==> config.mk <==
export PLATFORM = sky130hd
export DESIGN_NAME = inst_encoder
export DESIGN_NICKNAME = d
export VERILOG_FILES = /design/src/rtl/inst_encoder_pkg.sv /design/src/rtl/inst_encoder_pack.sv /design/src/rtl/inst_encoder.sv
export SDC_FILE = /design/constraint.sdc
export NUM_CORES = 1
export LEC_CHECK = 0
export ABC_AREA = 0
export CAP_MARGIN = 25
export CELL_PAD_IN_SITES_DETAIL_PLACEMENT = 0
export CELL_PAD_IN_SITES_GLOBAL_PLACEMENT = 1
export CORE_MARGIN = 8
export CORE_UTILIZATION = 32
export DETAILED_ROUTE_END_ITERATION = 10
export GPL_ROUTABILITY_DRIVEN = 0
export GPL_TIMING_DRIVEN = 0
export PLACE_DENSITY = 0.89
export SETUP_SLACK_MARGIN = 0.4
export SYNTH_ARGS = -nofsm -noshare
export SYNTH_HDL_FRONTEND = slang
export SYNTH_SLANG_ARGS = --single-unit
==> constraint.sdc <==
create_clock -name clk -period 2.55 [get_ports clk]
set_clock_uncertainty 0.1 [all_clocks]
set_input_delay 0.255 -clock clk [delete_from_list [all_inputs] [get_ports clk]]
set_output_delay 0.255 -clock clk [all_outputs]
set_load 0.01 [all_outputs]
==> src/rtl/inst_encoder_pkg.sv <==
// Shared instruction-format definitions: op codes, opcode field constants,
// request payload and encoder states, common to the encoder and the decoder.
package inst_pkg;

    localparam int unsigned INST_W = 32;
    localparam int unsigned REG_W  = 5;
    localparam int unsigned OP_W   = 3;

    typedef enum logic [OP_W-1:0] {
        OP_ADD   = 3'd0,
        OP_ADDI  = 3'd1,
        OP_LD    = 3'd2,
        OP_ST    = 3'd3,
        OP_LU12I = 3'd4,
        OP_BNE   = 3'd5
    } op_e;

    localparam logic [16:0] OPC_ADD   = 17'b00000000000100000;
    localparam logic [9:0]  OPC_ADDI  = 10'b0000001010;
    localparam logic [9:0]  OPC_LD    = 10'b0010100010;
    localparam logic [9:0]  OPC_ST    = 10'b0010100110;
    localparam logic [6:0]  OPC_LU12I = 7'b0001010;
    localparam logic [5:0]  OPC_BNE   = 6'b010111;

    typedef struct packed {
        logic [OP_W-1:0]   op;
        logic [REG_W-1:0]  rd;
        logic [REG_W-1:0]  rj;
        logic [REG_W-1:0]  rk;
        logic [INST_W-1:0] imm;
    } inst_req_t;

    typedef enum logic [1:0] {
        ST_IDLE,
        ST_ACCEPT,
        ST_WRITE,
        ST_DONE
    } enc_state_e;

endpackage

==> src/rtl/inst_encoder_pack.sv <==
// Combinational field packer: request fields -> 32-bit word plus legality flag.
module inst_pack
    import inst_pkg::*;
(
    input  inst_req_t          i_req,
    output logic [INST_W-1:0]  o_word_c,
    output logic               o_legal_c
);

    logic w_imm12_ok;
    logic w_bne_ok;

    // Sign-extension checks: the dropped upper bits must all equal the kept sign bit.
    assign w_imm12_ok = (&i_req.imm[31:11]) | ~(|i_req.imm[31:11]);
    assign w_bne_ok   = ((&i_req.imm[31:17]) | ~(|i_req.imm[31:17]))
                        & (i_req.imm[1:0] == 2'b00);

    always_comb begin
        o_word_c  = '0;
        o_legal_c = 1'b0;
        case (i_req.op)
            OP_ADD: begin
                o_word_c  = {OPC_ADD, i_req.rk, i_req.rj, i_req.rd};
                o_legal_c = 1'b1;
            end
            OP_ADDI: begin
                o_word_c  = {OPC_ADDI, i_req.imm[11:0], i_req.rj, i_req.rd};
                o_legal_c = w_imm12_ok;
            end
            OP_LD: begin
                o_word_c  = {OPC_LD, i_req.imm[11:0], i_req.rj, i_req.rd};
                o_legal_c = w_imm12_ok;
            end
            OP_ST: begin
                o_word_c  = {OPC_ST, i_req.imm[11:0], i_req.rj, i_req.rd};
                o_legal_c = w_imm12_ok;
            end
            OP_LU12I: begin
                o_word_c  = {OPC_LU12I, i_req.imm[31:12], i_req.rd};
                o_legal_c = (i_req.imm[11:0] == 12'h000);
            end
            OP_BNE: begin
                o_word_c  = {OPC_BNE, i_req.imm[17:2], i_req.rj, i_req.rd};
                o_legal_c = w_bne_ok;
            end
            default: begin
                o_word_c  = '0;
                o_legal_c = 1'b0;
            end
        endcase
    end

endmodule

==> src/rtl/inst_encoder.sv <==
// Instruction encoder / program loader: accepts field-level requests, packs them
// and writes them to consecutive instruction-memory words over an ack handshake.
module inst_encoder
    import inst_pkg::*;
#(
    parameter int unsigned ADDR_W    = 10,
    parameter int unsigned BASE_ADDR = 0
) (
    input  logic                clk,
    input  logic                rst,
    input  logic                start,
    input  logic                in_valid,
    output logic                in_ready,
    input  logic [OP_W-1:0]     in_op,
    input  logic [REG_W-1:0]    in_rd,
    input  logic [REG_W-1:0]    in_rj,
    input  logic [REG_W-1:0]    in_rk,
    input  logic [INST_W-1:0]   in_imm,
    input  logic                in_last,
    output logic                imem_we,
    output logic [ADDR_W-1:0]   imem_addr,
    output logic [INST_W-1:0]   imem_wdata,
    input  logic                imem_ack,
    output logic [ADDR_W:0]     words,
    output logic                err,
    output logic                done
);

    localparam int unsigned        WORDS_W  = ADDR_W + 1;
    localparam logic [ADDR_W-1:0]  BASE     = ADDR_W'(BASE_ADDR);
    localparam logic [WORDS_W-1:0] CAPACITY = WORDS_W'(1) << ADDR_W;

    enc_state_e          r_state, w_state_next;
    logic                r_in_ready, r_we, r_done, r_err, r_last;
    logic [ADDR_W-1:0]   r_addr, w_addr_next;
    logic [INST_W-1:0]   r_wdata, w_wdata_next;
    logic [WORDS_W-1:0]  r_words, w_words_next;
    logic                w_err_next, w_last_next;
    inst_req_t           w_req;
    logic [INST_W-1:0]   w_word;
    logic                w_legal;

    assign w_req = '{op: in_op, rd: in_rd, rj: in_rj, rk: in_rk, imm: in_imm};

    inst_pack u_pack (
        .i_req     (w_req),
        .o_word_c  (w_word),
        .o_legal_c (w_legal)
    );

    // Next-state and datapath update.
    always_comb begin
        w_state_next = r_state;
        w_addr_next  = r_addr;
        w_wdata_next = r_wdata;
        w_words_next = r_words;
        w_err_next   = r_err;
        w_last_next  = r_last;
        case (r_state)
            ST_IDLE, ST_DONE: begin
                if (start) begin
                    w_state_next = ST_ACCEPT;
                    w_addr_next  = BASE;
                    w_words_next = '0;
                    w_err_next   = 1'b0;
                end
            end
            ST_ACCEPT: begin
                if (in_valid && r_in_ready) begin
                    // A full memory rejects even well-formed requests so addr never wraps.
                    if (w_legal && (r_words != CAPACITY)) begin
                        w_wdata_next = w_word;
                        w_last_next  = in_last;
                        w_state_next = ST_WRITE;
                    end else begin
                        w_err_next = 1'b1;
                        if (in_last) begin
                            w_state_next = ST_DONE;
                        end
                    end
                end
            end
            ST_WRITE: begin
                if (imem_ack) begin
                    w_addr_next  = r_addr + ADDR_W'(1);
                    w_words_next = r_words + WORDS_W'(1);
                    w_state_next = r_last ? ST_DONE : ST_ACCEPT;
                end
            end
            default: w_state_next = ST_IDLE;
        endcase
    end

    // State register; handshake outputs are registered decodes of the next state.
    always_ff @(posedge clk) begin
        if (rst) begin
            r_state    <= ST_IDLE;
            r_in_ready <= 1'b0;
            r_we       <= 1'b0;
            r_done     <= 1'b0;
            r_addr     <= BASE;
            r_wdata    <= '0;
            r_words    <= '0;
            r_err      <= 1'b0;
            r_last     <= 1'b0;
        end else begin
            r_state    <= w_state_next;
            r_in_ready <= (w_state_next == ST_ACCEPT);
            r_we       <= (w_state_next == ST_WRITE);
            r_done     <= (w_state_next == ST_DONE);
            r_addr     <= w_addr_next;
            r_wdata    <= w_wdata_next;
            r_words    <= w_words_next;
            r_err      <= w_err_next;
            r_last     <= w_last_next;
        end
    end

    assign in_ready   = r_in_ready;
    assign imem_we    = r_we;
    assign imem_addr  = r_addr;
    assign imem_wdata = r_wdata;
    assign words      = r_words;
    assign err        = r_err;
    assign done       = r_done;

endmodule

==> run metrics <==
outcome finished, final reports clean; Final setup viols 0; critical-path cell with the highest stage delay sky130_fd_sc_hd__or4_4; hold violation count in the final report 0; most common cell after layout, fill and taps aside sky130_fd_sc_hd__clkdlybuf4s50_1; number of antenna violations at the first check in global routing 1; Final Slew Violations 0; post-detailed-routing wire length 9.875 mm; Via density 5.150; power per standard cell area 471.4 nW/um^2; worst skew pair latency roughly 340 ps; number of enable flip-flop cells after synthesis 0; share of async-settable or async-resettable flops after synthesis 0%; synthesized netlist net count 426; commonest cells after routing, fill and taps aside sky130_fd_sc_hd__clkdlybuf4s50_1, sky130_fd_sc_hd__dfxtp_1, sky130_fd_sc_hd__nor2_1; CP startpoint kind primary input; dominant cell type by count on the critical path sky130_fd_sc_hd__buf_6; Global Route Usage Sum about 15%; delay of the slowest cell on the worst path 540 ps; first-pass GRT wire length 15.96 mm; CTS clock-pin slew for the worst setup and hold paths 70 ps; detailed-route via count 3131; clock tree from TritonCTS built; Starting Density 32.71%; Site Rows 35; die span in x between 100 and 150 um; Routed wire per std cell approximately 16 um; total clock sinks 58; max_cap viols 0; Remaining Overflow, GRT 0; post-route antenna net violation count 0; Detailed Routing Iterations Pass 1 5; CTS Buf Count 9; endpoint kind of the worst setup timing path register; Critical path buffers and inverters 2; number of levels the H-tree was split into 3; initial DRC count 92; Final #Nets roughly 550; post-detail-place hpwl 7.460 mm; data required time at the worst endpoint 2720 ps; part of the Yosys area used for sequential elements 38.60%; family with the most delay on the worst path simple AND/OR/NAND/NOR gates; cell area after synthesis approximately 3000 um^2; Hold Buf Count CTS 0; die span in y between 100 and 150 um; Core Footprint 9196 um^2; largest fanout on the critical path 6; type of the setup path with the least slack in -> reg; setup tns final 0 ps; vias in the first global route 3226; Slew Limit Headroom 58.86%; Ys Warns 0; fill count 903; dominant cells by area after synthesis sky130_fd_sc_hd__dfxtp_1, sky130_fd_sc_hd__mux2i_1, sky130_fd_sc_hd__nor2_1, sky130_fd_sc_hd__nand2_1, sky130_fd_sc_hd__xor2_1; flip-flop cell with the highest count after synthesis sky130_fd_sc_hd__dfxtp_1; Worst Hold Class in -> reg; number of register bits inferred by synthesis 58; peak supply drop 0.0002101 V; core occupancy in the finished layout 49.69%; Yosys top cell by area sky130_fd_sc_hd__dfxtp_1; leakage power figure around 1.9 nW; layout overhead on the synthesized area 51.91%; # DRC 0; Synth cell types 41; fraction of final layout cells sized beyond drive strength 1 15.52%; clock root buffer sky130_fd_sc_hd__clkbuf_8; list of cells traversed by the critical path buf_6, or4_4, o31ai_4, a221oi_2, and4b_2, nand4_1, buf_6, or4b_1, a21oi_1; RSZ-0062 raised after global routing yes; Worst-Margin Slew 617.1 ps; Yosys top cell area share 38.60%; arrival time at the worst endpoint 2370 ps; multi-input combinational cell area roughly 1800 um^2; Mapped Avg Cell Area 8.241 um^2; Overall Power approximately 2.2 mW; synthesized instance count 365; Ports 113; maximum number of pins on one net before global-route repair 12; area of the die 12760 um^2; share of the cycle needed by the critical path after routing 86.17%; post-layout min period roughly 2200 ps; Port Buffer Count 108; clock buffer depth 2; sequential cell area in the final layout 1161 um^2; Highest Clock Rate 455.1 MHz
-- state kept, by name, summed over array words and instances (netlist names) --
signal,count
in_ready,1
words,11
r_state,2
r_last,1
imem_addr,10
imem_we,1
err,1
done,1
imem_wdata,30
-- cells in the mapped netlist, drive strengths merged, types with 2 or more instances --
cell	n
nor2b	4
a22oi	12
buf	10
nand3	5
a31oi	2
and3	6
nor2	49
o22ai	17
dfxtp	58
nand4	11
or4	4
nor4	6
nand3b	2
a21oi	13
xnor2	3
nand2	41
o21ai	13
xor2	13
ha	5
mux2	5
or3	6
and4	2
nor3	4
or2	9
clkbuf	12
inv	10
mux2i	32
-- cells by family (layout without fill, tap and decap cells) --
kind of cell | after synthesis | after routing | share of synthesized area, %
AND/OR/NAND/NOR | 154 | 154 | 24.88
AO/OA/AOI/OAI | 62 | 62 | 12.69
flip-flops | 58 | 58 | 38.60
multiplexers | 37 | 37 | 12.52
buffers and inverters | 32 | 163 | 4.451
XOR/XNOR | 16 | 16 | 4.659
adder cells (fa/ha/maj) | 5 | 5 | 2.080
other | 1 | 2 | 0.1247
-- layout make-up --
| class | count | share of cell area (%) |
|---|---|---|
| multi-input cells | 275 | 40.09 |
| flip-flops and latches | 58 | 25.41 |
| repair buffers | 115 | 23.52 |
| well taps | 111 | 3.039 |
| clock buffers | 10 | 3.012 |
| plain buffers | 22 | 2.601 |
| clock inverters | 6 | 1.451 |
| inverters | 10 | 0.8215 |
| diodes | 1 | 0.05476 |
-- path summary, 6_finish.rpt --
| path | from | to | slack (ps) | cells after the start |
|---|---|---|---|---|
| min | in_imm[2] | imem_wdata[12] | 190 | 5 |
| min reg2reg | imem_wdata[1] | imem_wdata[1] | 360 | 2 |
| max reg2reg | words[0] | imem_wdata[25] | 450 | 8 |
| max | in_imm[6] | imem_wdata[25] | 350 | 9 |
-- power by group --
group | total [mW] | leakage (nW) | switching [mW] | internal [mW]
registers | 0.935 | 0.468 | 0.0154 | 0.919
clock network | 0.868 | 0.0945 | 0.391 | 0.477
logic | 0.351 | 1.30 | 0.183 | 0.168
total | 2.15 | 1.87 | 0.589 | 1.56
-- metrics by stage --
| step | setup slack [ps] | cell area, um^2 | cells | hold slack (ps) |
|---|---|---|---|---|
| after floorplan | 262.9 | 3009 | 365 | 298.9 |
| after global placement | -536.2 | 4229 | 584 | 339.7 |
| after detailed placement | -533.0 | 4229 | 584 | 349.6 |
| after CTS | 369.0 | 4519 | 605 | 174.3 |
| after global routing | 295.6 | 4569 | 608 | 218.0 |
| final | 352.7 | 4569 | 608 | 186.5 |
-- what timing repair did --
item                                    CTS  global route
endpoints found under the setup margin   42            39
buffers inserted                          4             2
pin swaps                                17             8
resized for setup                       109            11
cloned                                    1             0
-- per-layer routing --
metal | GRT usage [%] | vias to the layer above | wire length, um
met5 | 0 | - | 0
met4 | 5.950 | 0 | 82
met3 | 5.431 | 8 | 753
met2 | 25.98 | 107 | 4653
met1 | 17.54 | 1469 | 4385
li1 | - | 1547 | -
-- worst reg2reg max path: cells and delay by family (launching register included) --
family | cells | cell delay [ps]
simple gates | 4 | 950
fa+ha+maj | 1 | 190
flops | 1 | 430
compound gates | 1 | 140
buf+inv | 2 | 220
(Power assumes the default switching activity.)
